$ cat src/rtl/dcache_controller_pkg.sv
// ---------------------------------------------------------------------------
// dcache_ctrl_pkg
// Shared types and encodings for the data cache controller.
//   cache_state_t : controller FSM states (IDLE, WRITEBACK, FILL)
//   CIN_MEM/CIN_RT     : cache_input_type selects (fill data / store data)
//   MADDR_ALU/MADDR_WB : memory_address_type selects (ALU address / victim)
// ---------------------------------------------------------------------------
package dcache_ctrl_pkg;

  typedef enum logic [1:0] {
    IDLE      = 2'd0,
    WRITEBACK = 2'd1,
    FILL      = 2'd2
  } cache_state_t;

  localparam logic CIN_MEM   = 1'b0;
  localparam logic CIN_RT    = 1'b1;
  localparam logic MADDR_ALU = 1'b0;
  localparam logic MADDR_WB  = 1'b1;

endpackage

$ cat src/rtl/dcache_controller_mem_wait_counter.sv
// ---------------------------------------------------------------------------
// mem_wait_counter
// Times one fixed-latency main memory phase of MAX cycles.
//   clk   : clock, rising edge
//   rst_n : asynchronous active-low reset, counter to 0
//   clr   : synchronous clear to 0 (has priority over en)
//   en    : count this cycle
//   done  : high in the last cycle of the phase (count == MAX-1 while en)
// The counter wraps to 0 on its own after done, so back-to-back phases
// (writeback followed by fill) need no extra clear.
// ---------------------------------------------------------------------------
module mem_wait_counter #(
  parameter int MAX = 4
) (
  input  logic clk,
  input  logic rst_n,
  input  logic clr,
  input  logic en,
  output logic done
);

  localparam int CW = $clog2(MAX + 1);
  localparam logic [CW-1:0] LAST = CW'(MAX - 1);

  logic [CW-1:0] count;

  // Count cycles of the current memory phase, wrapping at the last cycle so
  // the value never exceeds MAX-1.
  always_ff @(posedge clk or negedge rst_n) begin
    if (!rst_n) begin
      count <= '0;
    end else if (clr) begin
      count <= '0;
    end else if (en) begin
      if (count == LAST) begin
        count <= '0;
      end else begin
        count <= count + CW'(1);
      end
    end
  end

  assign done = en && (count == LAST);

endmodule

$ cat src/rtl/dcache_controller.sv
// ---------------------------------------------------------------------------
// dcache_controller
// Memory-stage data cache control FSM. Resolves load/store requests as hits,
// or sequences an optional dirty-victim writeback followed by a line fill
// against fixed-latency main memory, stalling the pipeline meanwhile.
//   clk, rst_n           : clock (rising edge), async active-low reset
//   mem_read, mem_write  : load / store request (store wins if both set)
//   cache_hit            : tag match and valid for the current address
//   cache_dirty          : victim line is dirty
//   we_cache             : cache write enable
//   cache_input_type     : 0 fill data from memory, 1 store data
//   set_dirty, set_valid : dirty/valid bits written with we_cache
//   memory_address_type  : 1 victim writeback address, 0 ALU address
//   mem_write_en         : main memory write strobe
//   mem_read_en          : main memory read strobe
//   stall                : freeze upstream pipeline registers
// Outputs are combinational from state, wait counter and (in IDLE) the
// request inputs, and are forced low while rst_n is asserted.
// ---------------------------------------------------------------------------
module dcache_controller
  import dcache_ctrl_pkg::*;
#(
  parameter int MEM_LATENCY = 4
) (
  input  logic clk,
  input  logic rst_n,
  input  logic mem_read,
  input  logic mem_write,
  input  logic cache_hit,
  input  logic cache_dirty,
  output logic we_cache,
  output logic cache_input_type,
  output logic set_dirty,
  output logic set_valid,
  output logic memory_address_type,
  output logic mem_write_en,
  output logic mem_read_en,
  output logic stall
);

  cache_state_t state;
  logic         req;
  logic         is_store;
  logic         wait_clr;
  logic         wait_en;
  logic         wait_done;

  assign req      = mem_read | mem_write;
  assign is_store = mem_write;

  // The counter idles at 0 in IDLE and runs only during memory phases.
  assign wait_clr = (state == IDLE);
  assign wait_en  = (state == WRITEBACK) || (state == FILL);

  mem_wait_counter #(
    .MAX (MEM_LATENCY)
  ) u_wait (
    .clk   (clk),
    .rst_n (rst_n),
    .clr   (wait_clr),
    .en    (wait_en),
    .done  (wait_done)
  );

  // State register. A miss leaves IDLE towards writeback when the victim is
  // dirty, otherwise straight to fill; once started, a sequence runs to
  // completion regardless of the request or hit/dirty inputs.
  always_ff @(posedge clk or negedge rst_n) begin
    if (!rst_n) begin
      state <= IDLE;
    end else begin
      case (state)
        IDLE: begin
          if (req && !cache_hit) begin
            state <= cache_dirty ? WRITEBACK : FILL;
          end
        end
        WRITEBACK: begin
          if (wait_done) begin
            state <= FILL;
          end
        end
        FILL: begin
          if (wait_done) begin
            state <= IDLE;
          end
        end
        default: begin
          state <= IDLE;
        end
      endcase
    end
  end

  // Output decode. The fill's cache write happens only in the last memory
  // cycle, so a reset mid-fill never writes a partial line. Gating with
  // rst_n keeps every strobe low for the whole reset, even with a request
  // pending in IDLE.
  always_comb begin
    we_cache            = 1'b0;
    cache_input_type    = CIN_MEM;
    set_dirty           = 1'b0;
    set_valid           = 1'b0;
    memory_address_type = MADDR_ALU;
    mem_write_en        = 1'b0;
    mem_read_en         = 1'b0;
    stall               = 1'b0;
    if (rst_n) begin
      case (state)
        IDLE: begin
          if (req) begin
            if (cache_hit) begin
              if (is_store) begin
                we_cache         = 1'b1;
                cache_input_type = CIN_RT;
                set_dirty        = 1'b1;
                set_valid        = 1'b1;
              end
            end else begin
              stall = 1'b1;
            end
          end
        end
        WRITEBACK: begin
          stall               = 1'b1;
          memory_address_type = MADDR_WB;
          mem_write_en        = 1'b1;
        end
        FILL: begin
          stall               = 1'b1;
          memory_address_type = MADDR_ALU;
          mem_read_en         = 1'b1;
          if (wait_done) begin
            we_cache         = 1'b1;
            cache_input_type = CIN_MEM;
            set_valid        = 1'b1;
            set_dirty        = 1'b0;
          end
        end
        default: begin
          stall = 1'b0;
        end
      endcase
    end
  end

endmodule
$ cat config.mk
export PLATFORM = sky130hd
export DESIGN_NAME = dcache_controller
export DESIGN_NICKNAME = d
export VERILOG_FILES = /design/src/rtl/dcache_controller_pkg.sv /design/src/rtl/dcache_controller_mem_wait_counter.sv /design/src/rtl/dcache_controller.sv
export SDC_FILE = /design/constraint.sdc
export NUM_CORES = 1
export LEC_CHECK = 0
export CAP_MARGIN = 40
export CORE_AREA = 2 2 39 41
export CTS_CLUSTER_SIZE = 12
export DETAILED_ROUTE_END_ITERATION = 8
export DIE_AREA = 0 0 41 43
export GPL_ROUTABILITY_DRIVEN = 0
export PLACE_DENSITY = 0.69
export SYNTH_ARGS = -nofsm -noshare
export SYNTH_HDL_FRONTEND = slang
export SYNTH_SLANG_ARGS = --single-unit
$ cat constraint.sdc
create_clock -name clk -period 1.75 [get_ports clk]
set_input_delay 0.2625 -clock clk [delete_from_list [all_inputs] [get_ports clk]]
set_output_delay 0.2625 -clock clk [all_outputs]
set_load 0.02 [all_outputs]
==> results.json <==
{
  "period_minus_slack_ns": 1.71,
  "grt_pass1_wl_mm": 1.28,
  "drv_cap": 0,
  "drc_errors": 0,
  "final_cell_mix": "buf_4 (15), clkdlybuf4s50_1 (5), dfrtp_1 (5)",
  "syn_nets": 53,
  "postLayoutCoreUtil_pct": 46.7,
  "ys_warn_count": 0,
  "dieArea_um2": 1760,
  "mostFrequentLayoutCell": "buf_4",
  "nets": 81,
  "leakagePower_nw": 0.345,
  "drv_slew": 0,
  "grt_antenna_before_repair": 0,
  "hp-class": "input port to async pin",
  "grtUsageTotal_pct": 11.0,
  "htree_levels": 1,
  "gr-total-overflow": 0,
  "cts_tree": "yes",
  "required_ns": 1.49,
  "syn_to_final_growth_pct": 61.2,
  "synth_area_um2": 400,
  "seq_power_share_pct": 19.2,
  "max_freq_ghz": 0.586,
  "arrival_ns": 1.44,
  "synth-seq-cells": 5,
  "numPortBuffers": 13,
  "clk_pin_slew_worst_paths_ns": 0.04,
  "clkSinkCount": 5,
  "finClkSkew_ns": 0.000994,
  "cts_made_buffers": 3,
  "drt_wl_total_um": 869,
  "internal_power_mw": 0.582,
  "setup_viol": 0,
  "powerDensity_nw_per_um2": 1420,
  "viasPerCell": 4.53,
  "die_h_um": 43,
  "die_x_um": 41,
  "first_iter_violations": 8,
  "ant_nets": 0,
  "period_share_pct": 97.5,
  "ir_drop_mv": 0.593,
  "hold_viol": 0,
  "tightest_slew_ns": 0.281,
  "swShare_pct": 36.5,
  "multi_input_area_um2": 251,
  "fin_ws_ns": 0.0445,
  "r2r_setup_slack_ns": 0.18,
  "dp_worst_setup_slack_ns": -0.270,
  "grt_pass1_vias": 346,
  "crit_fanout": 2,
  "hpwlAfterDp_um": 710,
  "regArea_um2": 125,
  "grt_max_degree": 7,
  "first_pass_iters": 2,
  "end_kind": "output port",
  "drive_above_1_share_pct": 43.5,
  "avgSynthCellArea_um2": 9.53,
  "clock_latency_ns": 0.23,
  "worst_setup_path_start_kind": "register",
  "cts_buffer_depth": 2,
  "rows": 14,
  "finalPower_mw": 0.917,
  "netlist_instances": 42,
  "core_um2": 1380,
  "max_slew_margin_pct": 81.0,
  "pin_count": 14,
  "status": "complete, no violations",
  "initial_core_util_pct": 28.9,
  "synth_cell_types": 26,
  "post_drt_wl_per_cell_um": 10.2,
  "path_class": "register to output port",
  "n_antenna_cell": 0,
  "fin_cells": 85,
  "vias": 385,
  "ys_seq_area_share_pct": 31.3,
  "fillers": 146,
  "dp.cells": 80,
  "p_switching_mw": 0.334,
  "pwr-share-comb_pct": 66.9,
  "pwr-share-clk_pct": 13.9,
  "cts_root_buf": "clkbuf_4"
}
## layout make-up
type | count | area share [%]
inverters | 5 | 2.91
repair buffers | 26 | 31.6
well taps | 16 | 3.10
flip-flops and latches | 5 | 19.4
multi-input cells | 29 | 39.0
clock buffers | 4 | 4.07
## sequential cells by signal (all words and copies together), names as in the netlist
register / flops
state: 2
u_wait.count: 3
## synth_stat cells
master | number | area [µm²]
inv_1 | 5 | 18.8
buf_4 | 3 | 22.5
and3b_1 | 1 | 8.76
nand2_1 | 1 | 3.75
o211ai_2 | 1 | 12.5
o21a_1 | 1 | 7.51
and2_1 | 1 | 6.26
nor2b_1 | 1 | 6.26
and2_2 | 1 | 7.51
nor2_1 | 1 | 3.75
nand3_1 | 2 | 10.0
nand3b_1 | 1 | 7.51
o21ai_0 | 1 | 5.00
dfrtp_1 | 5 | 125
ha_1 | 5 | 62.6
a22o_2 | 1 | 10.0
a22oi_1 | 1 | 7.51
o41ai_1 | 1 | 8.76
and4_1 | 1 | 8.76
o21bai_1 | 2 | 15.0
a31o_2 | 1 | 8.76
a21o_1 | 1 | 7.51
or2_1 | 1 | 6.26
nor4_1 | 1 | 6.26
a211o_1 | 1 | 8.76
a21oi_1 | 1 | 5.00
## routing by layer
metal,wire length (µm),global-route usage (%)
met1,378,12.2
met4,0,6.00
met5,0,0
met2,417,18.8
met3,74,1.57
## worst paths after layout
path	from	to	cells after the start
setup / recovery	state[1]	we_cache	5
hold / removal	rst_n	state[1]	2
setup reg to reg	state[1]	state[0]	6
hold reg to reg	u_wait.count[1]	u_wait.count[1]	2
max in group asynchronous	rst_n	u_wait.count[0]	2
min in group clk	u_wait.count[1]	u_wait.count[1]	2
## critical path, cell delays in order, from the launching register on
cell	delay, ns
dfrtp_1	0.38
buf_4	0.14
ha_2	0.17
and2_4	0.14
a31o_2	0.23
buf_4	0.15
## what timing repair did
item                                    4_1_cts  5_1_grt
pin swaps                                     0        0
endpoints found under the setup margin        8        5
buffers inserted                              1        0
gates resized for setup                      20        8
hold buffers                                  0        0
## cell families after synthesis
group	Yosys count	synth area share, %
AO/OA/AOI/OAI	12	24.1
buffers and inverters	8	10.3
AND/OR/NAND/NOR	12	18.8
flip-flops	5	31.3
adder cells (fa/ha/maj)	5	15.6
## power by group through the flow
stage | sequential, mW | clock (mW) | combinational (mW)
after global routing | 0.180 | 0.146 | 0.688
after floorplan | 0.180 | 0 | 0.320
after detailed placement | 0.178 | 0 | 0.588
after global placement | 0.176 | 0 | 0.582
after CTS | 0.173 | 0.136 | 0.625
final | 0.176 | 0.127 | 0.613
## through the flow
| stage | area, µm² | setup TNS [ns] | hold WS (ns) |
|---|---|---|---|
| CTS | 654 | 0 | 0.386 |
| global route | 646 | -0.0117 | 0.399 |
| detailed placement | 618 | -1.25 | 0.482 |
| global placement | 618 | -1.15 | 0.469 |
| floorplan | 400 | 0 | -0.0331 |
| finish | 646 | 0 | 0.388 |
Power figures use the tool's default switching activity.
